$ cat config.mk
export PLATFORM = sky130hd
export DESIGN_NAME = alu_seq_flat
export DESIGN_NICKNAME = d
export VERILOG_FILES = /design/src/rtl/alu_seq_pkg.sv /design/src/rtl/alu_seq_if.sv /design/src/rtl/alu_seq_logic.sv /design/src/rtl/alu_seq.sv /design/src/flat_wrapper.sv
export SDC_FILE = /design/constraint.sdc
export NUM_CORES = 1
export LEC_CHECK = 0
export ABC_AREA = 1
export CAP_MARGIN = 20
export CORE_UTILIZATION = 48
export CTS_BUF_LIST = sky130_fd_sc_hd__clkbuf_16
export DETAILED_ROUTE_END_ITERATION = 6
export GPL_TIMING_DRIVEN = 0
export PLACE_DENSITY = 0.78
export SLEW_MARGIN = 20
export SYNTH_ARGS = -nofsm -noshare
export SYNTH_HDL_FRONTEND = slang
export SYNTH_SLANG_ARGS = --single-unit
$ cat constraint.sdc
create_clock -name clock -period 4.1 [get_ports clock]
set_input_delay 0.82 -clock clock [delete_from_list [all_inputs] [get_ports clock]]
set_output_delay 0.82 -clock clock [all_outputs]
set_load 0.1 [all_outputs]
$ cat src/rtl/alu_seq_pkg.sv
// alu_defs: function codes, FSM states and status bit positions
// shared by the sequential ALU and its combinational slice.
package alu_defs;

  localparam logic [4:0] FS_PASS_A = 5'h00;
  localparam logic [4:0] FS_INC    = 5'h01;
  localparam logic [4:0] FS_ADD    = 5'h02;
  localparam logic [4:0] FS_SUB    = 5'h05;
  localparam logic [4:0] FS_DEC    = 5'h06;
  localparam logic [4:0] FS_AND    = 5'h08;
  localparam logic [4:0] FS_OR     = 5'h09;
  localparam logic [4:0] FS_XOR    = 5'h0A;
  localparam logic [4:0] FS_NOT_A  = 5'h0B;
  localparam logic [4:0] FS_PASS_B = 5'h0C;
  localparam logic [4:0] FS_SHL    = 5'h10;
  localparam logic [4:0] FS_SHR    = 5'h11;
  localparam logic [4:0] FS_SAR    = 5'h12;
  localparam logic [4:0] FS_MUL    = 5'h18;
  localparam logic [4:0] FS_DIVU   = 5'h19;
  localparam logic [4:0] FS_REMU   = 5'h1A;

  typedef enum logic [1:0] {
    S_IDLE,
    S_SHIFT,
    S_MUL,
    S_DIV
  } state_t;

  localparam int ST_V = 3;
  localparam int ST_C = 2;
  localparam int ST_N = 1;
  localparam int ST_Z = 0;

  function automatic logic is_shift(input logic [4:0] fs);
    return (fs == FS_SHL) || (fs == FS_SHR) || (fs == FS_SAR);
  endfunction

endpackage

$ cat src/rtl/alu_seq_if.sv
// alu_seq_if: start/busy/done request bundle for the sequential ALU.
// master drives start/FS/A/B; slave returns F/status/busy/done.
interface alu_seq_if #(
  parameter int WIDTH = 16
);
  logic             start;
  logic [4:0]       FS;
  logic [WIDTH-1:0] A;
  logic [WIDTH-1:0] B;
  logic [WIDTH-1:0] F;
  logic [3:0]       status;
  logic             busy;
  logic             done;

  modport master (
    output start, FS, A, B,
    input  F, status, busy, done
  );

  modport slave (
    input  start, FS, A, B,
    output F, status, busy, done
  );
endinterface

$ cat src/rtl/alu_seq_logic.sv
// alu_seq_logic: single-cycle arith/logic/pass result with V and C.
// Ports: fs, a, b in; f, v, c out. Shift codes return a unchanged.
module alu_seq_logic
  import alu_defs::*;
#(
  parameter int WIDTH = 16
) (
  input  logic [4:0]       fs,
  input  logic [WIDTH-1:0] a,
  input  logic [WIDTH-1:0] b,
  output logic [WIDTH-1:0] f,
  output logic             v,
  output logic             c
);

  logic [WIDTH-1:0] y;
  logic             cin;
  logic             arith;
  logic [WIDTH:0]   sum;

  always_comb begin
    y     = '0;
    cin   = 1'b0;
    arith = 1'b1;
    // all four arith ops share one adder: a + y + cin
    case (fs)
      FS_ADD:  y = b;
      FS_INC:  cin = 1'b1;
      FS_SUB:  begin y = ~b; cin = 1'b1; end
      FS_DEC:  y = '1;
      default: arith = 1'b0;
    endcase
    sum = {1'b0, a} + {1'b0, y} + {{WIDTH{1'b0}}, cin};
    f = '0;
    v = 1'b0;
    c = 1'b0;
    if (arith) begin
      f = sum[WIDTH-1:0];
      c = sum[WIDTH];
      v = (a[WIDTH-1] == y[WIDTH-1]) &&
          (sum[WIDTH-1] != a[WIDTH-1]);
    end else begin
      case (fs)
        FS_AND:    f = a & b;
        FS_OR:     f = a | b;
        FS_XOR:    f = a ^ b;
        FS_NOT_A:  f = ~a;
        FS_PASS_B: f = b;
        FS_PASS_A,
        FS_SHL,
        FS_SHR,
        FS_SAR:    f = a;
        default:   f = '0;
      endcase
    end
  end

endmodule

$ cat src/rtl/alu_seq.sv
// alu_seq: multi-cycle ALU (shift, mul, div/rem) with start/busy/done.
// Ports: clock, reset (sync, active-high), bus (alu_seq_if.slave).
module alu_seq
  import alu_defs::*;
#(
  parameter int WIDTH = 16
) (
  input logic      clock,
  input logic      reset,
  alu_seq_if.slave bus
);

  localparam int SHW = $clog2(WIDTH);
  localparam int CW  = SHW + 1;

  state_t           state;
  logic [4:0]       fs_q;
  logic [WIDTH-1:0] opa;
  logic [WIDTH-1:0] opb;
  logic [WIDTH-1:0] hi;
  logic [CW-1:0]    cnt;
  logic [WIDTH-1:0] f_q;
  logic [3:0]       st_q;
  logic             busy_q;
  logic             done_q;

  assign bus.F      = f_q;
  assign bus.status = st_q;
  assign bus.busy   = busy_q;
  assign bus.done   = done_q;

  logic [WIDTH-1:0] lf;
  logic             lv;
  logic             lc;

  alu_seq_logic #(.WIDTH(WIDTH)) u_logic (
    .fs (bus.FS),
    .a  (bus.A),
    .b  (bus.B),
    .f  (lf),
    .v  (lv),
    .c  (lc)
  );

  logic [SHW-1:0] amt;
  logic           go_shift;
  logic           go_mul;
  logic           go_div;

  assign amt      = bus.B[SHW-1:0];
  assign go_shift = is_shift(bus.FS) && (amt != '0);
  assign go_mul   = bus.FS == FS_MUL;
  assign go_div   = (bus.FS == FS_DIVU) || (bus.FS == FS_REMU);

  // shift: one bit per step, sh_out is the bit leaving this step
  logic [WIDTH-1:0] sh_n;
  logic             sh_out;

  always_comb begin
    if (fs_q == FS_SHL) begin
      sh_n   = {opa[WIDTH-2:0], 1'b0};
      sh_out = opa[WIDTH-1];
    end else if (fs_q == FS_SHR) begin
      sh_n   = {1'b0, opa[WIDTH-1:1]};
      sh_out = opa[0];
    end else begin
      sh_n   = {opa[WIDTH-1], opa[WIDTH-1:1]};
      sh_out = opa[0];
    end
  end

  // mul: {hi, opa} is the product/multiplier pair, shifted right
  logic [WIDTH:0]   msum;
  logic [WIDTH-1:0] mhi_n;
  logic [WIDTH-1:0] mlo_n;

  assign msum  = {1'b0, hi} + (opa[0] ? {1'b0, opb} : '0);
  assign mhi_n = msum[WIDTH:1];
  assign mlo_n = {msum[0], opa[WIDTH-1:1]};

  // div: hi is the partial remainder, opa shifts dividend out
  // and quotient bits in; B=0 naturally yields all-ones and A
  logic [WIDTH:0]   rpart;
  logic             ge;
  logic [WIDTH-1:0] rem_n;
  logic [WIDTH-1:0] q_n;

  assign rpart = {hi, opa[WIDTH-1]};
  assign ge    = rpart >= {1'b0, opb};
  assign rem_n = rpart[WIDTH-1:0] - (ge ? opb : '0);
  assign q_n   = {opa[WIDTH-2:0], ge};

  logic [WIDTH-1:0] res_f;
  logic             res_v;
  logic             res_c;
  logic             fin;
  logic [3:0]       res_st;

  always_comb begin
    res_f = lf;
    res_v = lv;
    res_c = lc;
    fin   = 1'b0;
    unique case (state)
      S_IDLE: begin
        fin = bus.start && !go_shift && !go_mul && !go_div;
      end
      S_SHIFT: begin
        res_f = sh_n;
        res_v = 1'b0;
        res_c = sh_out;
        fin   = cnt == CW'(1);
      end
      S_MUL: begin
        res_f = mlo_n;
        res_v = |mhi_n;
        res_c = |mhi_n;
        fin   = cnt == CW'(1);
      end
      S_DIV: begin
        res_f = (fs_q == FS_REMU) ? rem_n : q_n;
        res_v = opb == '0;
        res_c = 1'b0;
        fin   = cnt == CW'(1);
      end
      default: fin = 1'b0;
    endcase
    res_st       = '0;
    res_st[ST_V] = res_v;
    res_st[ST_C] = res_c;
    res_st[ST_N] = res_f[WIDTH-1];
    res_st[ST_Z] = res_f == '0;
  end

  always_ff @(posedge clock) begin
    if (reset) begin
      state  <= S_IDLE;
      fs_q   <= '0;
      opa    <= '0;
      opb    <= '0;
      hi     <= '0;
      cnt    <= '0;
      f_q    <= '0;
      st_q   <= '0;
      busy_q <= 1'b0;
      done_q <= 1'b0;
    end else begin
      done_q <= 1'b0;
      unique case (state)
        S_IDLE: begin
          if (bus.start) begin
            fs_q <= bus.FS;
            opa  <= bus.A;
            opb  <= bus.B;
            hi   <= '0;
            if (go_shift) begin
              state  <= S_SHIFT;
              cnt    <= CW'(amt);
              busy_q <= 1'b1;
            end else if (go_mul || go_div) begin
              state  <= go_mul ? S_MUL : S_DIV;
              cnt    <= CW'(WIDTH);
              busy_q <= 1'b1;
            end
          end
        end
        S_SHIFT: begin
          opa <= sh_n;
          cnt <= cnt - CW'(1);
        end
        S_MUL: begin
          opa <= mlo_n;
          hi  <= mhi_n;
          cnt <= cnt - CW'(1);
        end
        S_DIV: begin
          opa <= q_n;
          hi  <= rem_n;
          cnt <= cnt - CW'(1);
        end
        default: state <= S_IDLE;
      endcase
      if (fin) begin
        f_q    <= res_f;
        st_q   <= res_st;
        done_q <= 1'b1;
        busy_q <= 1'b0;
        state  <= S_IDLE;
      end
    end
  end

endmodule

$ cat src/flat_wrapper.sv
// flat-port wrapper written by rule: the top's interface ports become plain ports
module alu_seq_flat import alu_defs::*;
#(
  parameter int WIDTH = 16
)
  (clock, reset, bus_start, bus_FS, bus_A, bus_B, bus_F, bus_status, bus_busy, bus_done);
  alu_seq_if #(.WIDTH(WIDTH)) bus_i ();
  input logic clock;
  input logic reset;
  input wire logic [$bits(bus_i.start)-1:0] bus_start;
  input wire logic [$bits(bus_i.FS)-1:0] bus_FS;
  input wire logic [$bits(bus_i.A)-1:0] bus_A;
  input wire logic [$bits(bus_i.B)-1:0] bus_B;
  output wire logic [$bits(bus_i.F)-1:0] bus_F;
  output wire logic [$bits(bus_i.status)-1:0] bus_status;
  output wire logic [$bits(bus_i.busy)-1:0] bus_busy;
  output wire logic [$bits(bus_i.done)-1:0] bus_done;
  assign bus_i.start = bus_start;
  assign bus_i.FS = bus_FS;
  assign bus_i.A = bus_A;
  assign bus_i.B = bus_B;
  assign bus_F = bus_i.F;
  assign bus_status = bus_i.status;
  assign bus_busy = bus_i.busy;
  assign bus_done = bus_i.done;
  alu_seq #(.WIDTH(WIDTH)) u_core (.clock(clock), .reset(reset), .bus(bus_i));
endmodule
Yosys cells after proc, flatten, opt, wreduce, memory -nomap -nowiden
Cells that the tools add are included.
{ "totals": {"ff_bits": 82, "wordCells": 107, "inputBits": 40, "latch_bits": 0, "ramBits": 0, "rom_bits": 0, "output_inout_bits": 22, "n_memories": 0} }
{ "op_classes": {"n_addsub": 5, "bitwise_logic": 5, "div_mod_pow": 0, "mux": 31, "eq_ne": 26, "shifts": 0, "reduce_logical": 29, "mul": 0, "order_cmp": 1} }
{ "ops": {"columns": ["op", "count"], "rows": [
  ["one-hot mux 16 bit (3 select lines)", 3],
  ["2-to-1 mux 16 bit", 8],
  ["one-hot mux 16 bit (6 select lines)", 1],
  ["one-hot mux 16 bit (4 select lines)", 1],
  ["equality test 5 bit, second input constant", 9],
  ["zero test 16 bit", 2],
  ["NOT 16 bit", 2],
  ["equality test 5 x 4 -> 1 bit, second input constant", 5],
  ["adder 16 x 16 -> 17 bit", 1],
  ["adder 16 x 17 -> 17 bit", 1],
  ["adder 17 x 1 -> 17 bit", 1],
  ["greater-or-equal comparator 17 x 16 -> 1 bit", 1],
  ["AND 16 bit", 1],
  ["bitwise OR 16 bit", 1],
  ["OR reduction 16 bit", 1],
  ["subtractor 16 bit", 1],
  ["XOR 16 bit", 1],
  ["2-to-1 mux 5 bit", 3],
  ["equality test 5 x 1 -> 1 bit, second input constant", 2],
  ["equality test 5 x 3 -> 1 bit, second input constant", 2],
  ["one-hot mux 5 bit (2 select lines)", 1],
  ["2-to-1 mux 1 bit", 9],
  ["OR reduction 4 bit", 2],
  ["one-hot mux 1 bit (3 select lines)", 2],
  ["other kinds (22)", 36]
]} }

Longest topological paths before layout
Gate-level depths: netlist of run 1.
{ "logic_depth": {"depth_word": 10, "ltp_mapped": 29, "ltp_nobuf": 29} }

Hierarchy
A second synthesis of run 1 with hierarchy kept.
{ "unflattened": {"hier_cells": 1515, "area_unflattened_um2": 9131.3} }
{ "modules_own_cells": {"columns": ["module", "seq_area_each_um2", "n_inst", "area_each_um2", "cells_each"], "rows": [
  ["alu_seq", 1621.6, 1, 6551.3, 1039],
  ["alu_seq_logic", 0.0, 1, 2580.0, 476]
]} }

Worst setup path before layout of run 1
OpenSTA, ideal clock, no wires.
{ "synth_path": {"path_type": "input port to flip-flop", "start": "input port bus_FS[4]", "end": "register u_core.f_q[14], in the netlist u_core.bus.F[14]", "slack_ns": 0.580, "required_time_ns": 3.982, "t_arrival_ns": 3.402, "setup_ns": 0.118, "stages": 21, "path_buffers": 0, "path_cell_list": "inv_2 -> nand2_1 -> nor3_1 -> nand2_1 -> nand3_1 -> inv_1 -> fa_1 -> inv_1 -> fa_1 -> nand3_1 -> nand2_1 -> inv_1 -> o21ai_0 -> nand3_1 -> nand2_1 -> nand2_1 -> nand3_1 -> nand3_1 -> nand2_1 -> nand2_1 -> a22o_1"} }
{ "synth_via": {"elab_chain_len": 9, "word_cells_on_any_way": 38, "classes_between": "add/sub: 2; eq/ne: 15; mux: 7; reduce/logical: 14"} }
{ "synth_rtl": {"columns": ["item", "line", "source"], "rows": [
  ["from (decl)", "flat_wrapper.sv:11", "input wire logic [$bits(bus_i.FS)-1:0] bus_FS;"],
  ["parallel branches: the longest is 9 deep, another holds adder 16 x 16 -> 17 bit", null, null],
  ["to (signal assigned)", "alu_seq.sv:184", "f_q <= res_f;"],
  ["to (decl)", "alu_seq.sv:22", "logic [WIDTH-1:0] f_q;"]
]} }
Parallel ways; which one is timed is not known.
A chain may end at the register's enable or synchronous reset.

Worst setup path after layout of run 1
{ "layout_path": {"start": "register u_core.opb[15]", "end": "register u_core.st_q[0], in the netlist u_core.bus.status[0]"} }
{ "layout_via": {"elab_chain_len": 6} }
{ "layout_rtl": {"columns": ["item", "line", "source"], "rows": [
  ["from (decl)", "alu_seq.sv:19", "logic [WIDTH-1:0] opb;"],
  ["from (signal assigned)", "alu_seq.sv:154", "opb <= bus.B;"],
  ["greater-or-equal comparator 17 x 16 -> 1 bit", "alu_seq.sv:89", "assign ge = rpart >= {1'b0, opb};"],
  ["2-to-1 mux 16 bit", "alu_seq.sv:90", "assign rem_n = rpart[WIDTH-1:0] - (ge ? opb : '0);"],
  ["subtractor 16 bit", "alu_seq.sv:90", null],
  ["2-to-1 mux 16 bit (*)", "alu_seq.sv:121", "res_f = (fs_q == FS_REMU) ? rem_n : q_n;"],
  ["one-hot mux 16 bit (3 select lines) (*)", "alu_seq.sv:104", "unique case (state)"],
  ["zero test 16 bit (*)", "alu_seq.sv:132", "res_st[ST_Z] = res_f == '0;"],
  ["to (signal assigned)", "alu_seq.sv:185", "st_q <= res_st;"],
  ["to (decl)", "alu_seq.sv:23", "logic [3:0] st_q;"]
]} }
Every way passes the cells marked *; elsewhere a longest branch is shown, timed or not.

==> flow_summary_export.csv, run 1 <==
group,metric,value,unit
sta,finalHoldViolations,0,
layout,n_fill_cell,1720,
logic_synthesis,synthesis.area,8610,sq um
placement,dp_hpwl,23100,um
layout,drive_gt1_frac,0.0775,
clocking,cts-htree-levels,3,
detailed_routing,num_vias,9628,
outcome,status,"finished clean",
critical_path,crit_type,"reg2reg",
clocking,ctsLongestPathBuffers,2,
detailed_routing,post_drt_wl_per_cell,16.8,um
clocking,clkLatencyLatePin,0.35,ns
global_route,grt_pass1_wl,45200,um
placement,numPortBuffers,59,
detailed_routing,drt_iter0_drc,878,
critical_path,cp.arrival,4.16,ns
detailed_routing,vias_per_cell,5.68,
detailed_routing,ant_nets,0,
logic_synthesis,yosys.area.top_type_share,0.188,
global_route,grtUsageTotal,0.316,
logic_synthesis,ys_top_cells_by_area,"dfxtp_1 19%, nand2_1 15%, ha_1 14%, inv_1 8.5%, a21oi_1 6.1%",
layout,nNetsFinal,1608,
logic_synthesis,async_flop_share,0,
hold_path,hold_class,"reg2reg",
floorplanning,initial_core_util,0.494,
placement,routabilityCongestion,0.978,
clocking,cts_tree,"yes",
layout,diodes,0,
power_and_ir_drop,cellPowerDensity,241,nW/um^2
logic_synthesis,synth_ff_type,"dfxtp_1",
sta,max_freq,259,MHz
placement,dp_cells,1674,
global_route,grt_pass1_vias,8931,
job,drv_cap,0,
layout,area_growth_syn_to_layout,15.2,%
detailed_routing,wirelength,28500,um
logic_synthesis,synth_warnings,0,
global_route,grt_max_degree,16,
logic_synthesis,ys_ff_latch,81,
sta,tns,0,ns
critical_path,worstSetupEndpointType,"register",
critical_path,reg2reg_slack,0.24,ns
logic_synthesis,seq_area_frac_synth,0.188,
clocking,cts_hold_buf,0,
logic_synthesis,syn_avg_cell_area,6.19,sq um
floorplanning,row_count,48,
critical_path,worstPathRequired,4.40,ns
sta,drv_slew,0,
sta,fin_worst_skew,0.00573,ns
logic_synthesis,syn_nets,1532,
floorplanning,fp.dieArea,18500,sq um
sta,finalSetupViolations,0,
sta,relSlewSlack,0.345,
detailed_routing,route.detailed.drc,0,
critical_path,cp-start-kind,"register",
sta,worst_pin_slew,0.980,ns
sta,fin_crit_sh,0.942,
layout,stdcell_count,1696,
detailed_routing,drt_first_pass_iters,5,
global_route,antenna_found_initial,0,
sta,fin_crit,3.86,ns
logic_synthesis,synth_largest_area_cell,"dfxtp_1",
clocking,clkSlewWorstSetupHoldPaths,0.07,ns
floorplanning,design.portCount,62,
logic_synthesis,synth_cells,1390,
power_and_ir_drop,max-vdd-ir-drop,0.179,mV
clocking,numCtsBuffers,9,
floorplanning,chipWidth,136,um
clocking,cts-root-buf,"clkbuf_16",
logic_synthesis,synth_edf_count,0,
logic_synthesis,ys_types,50,
critical_path,crit_fanout,10,
power_and_ir_drop,p_leak,5.02,nW
power_and_ir_drop,power,0.00239,W
floorplanning,core-area,17400,sq um
floorplanning,die_h,136,um
clocking,cts.sinks,81,
global_route,gr-total-overflow,0,
-- per-stage QoR --
stage / util / cell area, sq um / setup slack [ns] / hold slack, ns
after floorplan: - / 8610 / 0.580 / 0.453
after global placement: 0.544 / 9480 / -1.26 / 0.444
after detailed placement: 0.544 / 9480 / -1.28 / 0.445
after CTS: 0.564 / 9830 / 0.0255 / 0.457
after global routing: 0.570 / 9920 / -0.0179 / 0.470
final: 0.570 / 9920 / 0.239 / 0.457
-- sequential cells by signal (all words and copies together) (netlist names) --
signal and flops:
u_core.bus.busy 1, u_core.state 2, u_core.hi 16, u_core.opa 16, u_core.cnt 5, u_core.bus.F 15
u_core.bus.status 4, u_core.fs_q 5, u_core.bus.done 1, u_core.opb 16
-- power by group --
group          total, W  switching, W  internal, W
clock          0.000788      0.000373     0.000415
combinational  0.000725      0.000497     0.000228
sequential     0.000876     0.0000448     0.000831
-- layer usage --
| layer | routed length [um] | vias up | track usage |
|---|---|---|---|
| met4 | 1550 | 0 | 0.193 |
| met5 | 0 | - | 0 |
| li1 | - | 4781 | - |
| met2 | 13100 | 447 | 0.528 |
| met1 | 11800 | 4310 | 0.387 |
| met3 | 2060 | 90 | 0.0354 |
-- what timing repair did --
action	4_1_cts	5_1_grt
endpoints found under the hold margin	0	0
pin swaps	2	4
buffers inserted	3	3
resized for setup	19	25
endpoints found under the setup margin	16	8
-- final timing paths --
kind,from,to,depth (start not counted)
max reg2reg,u_core.opb[15],u_core.bus.status[0],26
min reg2reg,u_core.bus.status[0],u_core.bus.status[0],2
min,u_core.bus.status[0],u_core.bus.status[0],2
max,u_core.opb[15],u_core.bus.status[0],26
-- synthesized netlist by cell type, types with 4 or more instances --
cell and count:
o22ai_1 26, clkbuf_1 20, ha_1 98, nand3_1 102
nor4_1 4, fa_1 4, nor2_4 7, inv_1 195
nor2_2 5, o31ai_1 4, o211ai_1 15, dfxtp_1 81
nand2_2 5, nor2_1 97, o21ai_1 15, nand4_1 15
a22o_1 7, or2_2 4, inv_2 18, o21a_1 4
o221ai_1 11, nor3_1 20, buf_2 10, buf_1 6
xor2_1 11, nand2_1 352, nand3b_1 5, xnor2_1 11
a21oi_1 105, a21o_1 8, o21ai_0 82, a31oi_1 4
a22oi_1 9
-- final cells by class --
class                   instances  area [sq um]  share of cell area
clock inverters                 7          52.6             0.00530
multi-input cells            1054          6100               0.615
plain buffers                  39           183              0.0184
inverters                     216           812              0.0818
repair buffers                 65           637              0.0642
well taps                     225           282              0.0284
clock buffers                   9           225              0.0227
flip-flops and latches         81          1630               0.164
-- critical path, stage by stage, from the launching register on --
cell	delay [ns]
dfxtp_2	0.43
inv_1	0.11
ha_1	0.32
nand2_1	0.08
nor2_1	0.12
nand2_1	0.09
nor2_1	0.16
nor2_2	0.08
nand3_4	0.13
nand2_1	0.07
inv_1	0.08
ha_1	0.13
inv_1	0.06
fa_2	0.44
xnor2_2	0.25
nand2_1	0.08
nand3_1	0.09
nand3_1	0.10
nor2_1	0.11
nand2_1	0.08
nor2_1	0.14
nand3_1	0.10
nor2_2	0.16
nand4_1	0.11
nor2_1	0.10
nand4_1	0.09
nand2_1	0.06
-- cell usage in the layout, fill, tap and decap left out, types with 5 or more instances in the layout --
cell type,netlist,routed
clkbuf_16,0,9
a22o_1,7,7
inv_2,18,19
a21oi_1,105,104
inv_1,195,194
buf_4,3,9
nor3_1,20,19
nor2_2,5,10
clkbuf_1,20,16
o21ai_1,15,15
ha_1,98,97
a22oi_1,9,9
buf_1,6,6
nor2_4,7,8
a21o_1,8,8
o221ai_1,11,11
xnor2_1,11,8
o21ai_0,82,81
dfxtp_1,81,75
clkdlybuf4s50_1,0,56
nand4_1,15,15
o211ai_1,15,15
nand3b_1,5,5
nand2_2,5,9
xor2_1,11,10
nor2_1,97,91
buf_2,10,10
nand3_1,102,101
dfxtp_2,0,6
o22ai_1,26,26
nand2_1,352,348
-- cell families (layout without fill, tap and decap cells) --
group           count (synthesis)  after routing  share of synthesized area
compound gates                303            303                      0.205
xor+xnor                       22             22                     0.0224
fa+ha+maj                     102            102                      0.152
buf+inv                       255            336                      0.114
flops                          81             81                      0.188
simple gates                  627            627                      0.318
Power figures use the tool's default switching activity.
==> run 2, diff against run 1 <==
--- a/config.mk
+++ b/config.mk
@@ -13,2 +13,3 @@
 export GPL_TIMING_DRIVEN = 0
+export MAX_ROUTING_LAYER = met4
 export PLACE_DENSITY = 0.78
--- a/constraint.sdc
+++ b/constraint.sdc
@@ -3,2 +3,2 @@
 set_output_delay 0.82 -clock clock [all_outputs]
-set_load 0.1 [all_outputs]
+set_load 0.01 [all_outputs]
==> flow_summary_export.csv, run 2 (same netlist as run 1, synthesis figures left out) <==
group,metric,value,unit
global_route,grtUsageTotal,0.327,
power_and_ir_drop,cellPowerDensity,243,nW/um^2
placement,numPortBuffers,59,
layout,drive_gt1_frac,0.0802,
detailed_routing,drt_iter0_drc,792,
clocking,cts-htree-levels,3,
floorplanning,initial_core_util,0.494,
placement,place_area,9480,sq um
sta,finalSetupViolations,0,
floorplanning,design.portCount,62,
sta,fin_crit,3.82,ns
layout,nNetsFinal,1610,
clocking,clkSlewWorstSetupHoldPaths,0.07,ns
placement,dp_hpwl,23100,um
floorplanning,fp.dieArea,18500,sq um
critical_path,worstPathRequired,4.40,ns
clocking,ctsLongestPathBuffers,2,
power_and_ir_drop,p_leak,5.07,nW
clocking,cts-root-buf,"clkbuf_16",
sta,fin_crit_sh,0.931,
floorplanning,chipWidth,136,um
detailed_routing,ant_nets,0,
critical_path,r2r_cells,28,
critical_path,cp_slowest_cell,"fa_2",
critical_path,reg2reg_from,"u_core.opb[1]",
critical_path,crit_fanout,5,
sta,relSlewSlack,0.518,
detailed_routing,vias_per_cell,5.71,
clocking,numCtsBuffers,9,
job,drv_cap,0,
clocking,cts_tree,"yes",
detailed_routing,post_drt_wl_per_cell,16.8,um
hold_path,min_from,"u_core.bus.status[0]",
global_route,grt_pass1_vias,9004,
detailed_routing,wirelength,28600,um
power_and_ir_drop,max-vdd-ir-drop,0.190,mV
sta,fin_worst_skew,0.00980,ns
layout,layout_common_cells,"349 x nand2_1, 194 x inv_1, 104 x a21oi_1, 101 x nand3_1, 97 x ha_1",
layout,final_common_cell,"nand2_1",
layout,top_regs,"u_core.hi (16), u_core.opa (16), u_core.opb (16)",
placement,routabilityCongestion,1.00,
critical_path,cp.arrival,4.12,ns
critical_path,crit_type,"reg2reg",
critical_path,critPathMaxStageDelay,0.44,ns
clocking,cts.sinks,81,
sta,tns,0,ns
critical_path,worstSetupEndpointType,"register",
global_route,grt_max_degree,15,
global_route,grt_pass1_wl,45500,um
global_route,gr-total-overflow,0,
sta,drv_slew,0,
critical_path,cp-start-kind,"register",
layout,area_growth_syn_to_layout,16.2,%
clocking,cts_hold_buf,0,
clocking,clkLatencyLatePin,0.36,ns
sta,max_freq,262,MHz
sta,worst_pin_slew,0.724,ns
critical_path,reg2reg_slack,0.28,ns
layout,diodes,0,
hold_path,hold_class,"reg2reg",
critical_path,crit_path_start,"u_core.opb[1]",
floorplanning,row_count,48,
detailed_routing,route.detailed.drc,0,
hold_path,hold_depth,2,
detailed_routing,drt_first_pass_iters,6,
power_and_ir_drop,power,0.00243,W
layout,design_area,10000,sq um
sta,finalHoldViolations,0,
critical_path,crit_top_cell,"nand2_1",
outcome,status,"finished clean",
floorplanning,core-area,17400,sq um
floorplanning,die_h,136,um
global_route,antenna_found_initial,0,
detailed_routing,num_vias,9693,
-- run 2: cell types whose count changed in the layout (fill, tap and decap cells not counted), moves of 2 or more --
cell       before  now
buf_4           9   11
bufinv_16       0    2
inv_6           3    1
nand2_2         9    7
nor3_1         19   17
nor3_2          0    2
-- run 2: final timing paths --
path,end
worst max register to register,u_core.bus.status[0]
worst max-delay path,u_core.bus.status[0]
worst min register to register,u_core.bus.status[0]
worst min-delay path,u_core.bus.status[0]
-- run 2: final cells by class --
type / count / area (sq um)
Fill cell: 1762 / 7410
Multi-Input combinational cell: 1054 / 6120
Sequential cell: 81 / 1630
Inverter: 216 / 812
Timing Repair Buffer: 67 / 653
Tap cell: 225 / 282
Clock buffer: 9 / 225
Buffer: 39 / 183
Clock inverter: 6 / 92.6
-- run 2: where the power goes --
group          internal, W  total, W  leakage (nW)  switching (W)
clock             0.000534  0.000901         0.148       0.000367
combinational     0.000233  0.000653          4.26       0.000420
sequential        0.000831  0.000877         0.665      0.0000456
total              0.00160   0.00243          5.07       0.000833
-- run 2: metal layers --
layer	up-vias	track usage	share of wire
met5	-	-	0
met4	0	0.158	0.042
met3	70	0.0309	0.069
met2	427	0.546	0.47
met1	4427	0.394	0.42
li1	4769	-	-
-- run 2: per-stage QoR --
step	hold WS (ns)	worst slack, ns	util	instances
floorplan	0.453	0.581	-	1390
global placement	0.440	-1.27	0.544	1674
detailed placement	0.447	-1.23	0.544	1674
CTS	0.458	0.00283	0.566	1691
global route	0.479	-0.121	0.574	1697
finish	0.458	0.281	0.574	1697
-- run 2: timing repair --
action,4_1_cts,5_1_grt
setup buffers,2,6
gates cloned,0,0
setup endpoints to repair,15,11
hold endpoints to repair,0,0
pin swaps,2,5
gates resized for setup,18,32
-- run 2: worst max-delay path, delay by kind of cell (launching register included) --
family        cells  cell delay [ns]
fa+ha+maj         3             0.85
simple gates     21             2.04
flops             1             0.43
buf+inv           3             0.20
xor+xnor          1             0.25
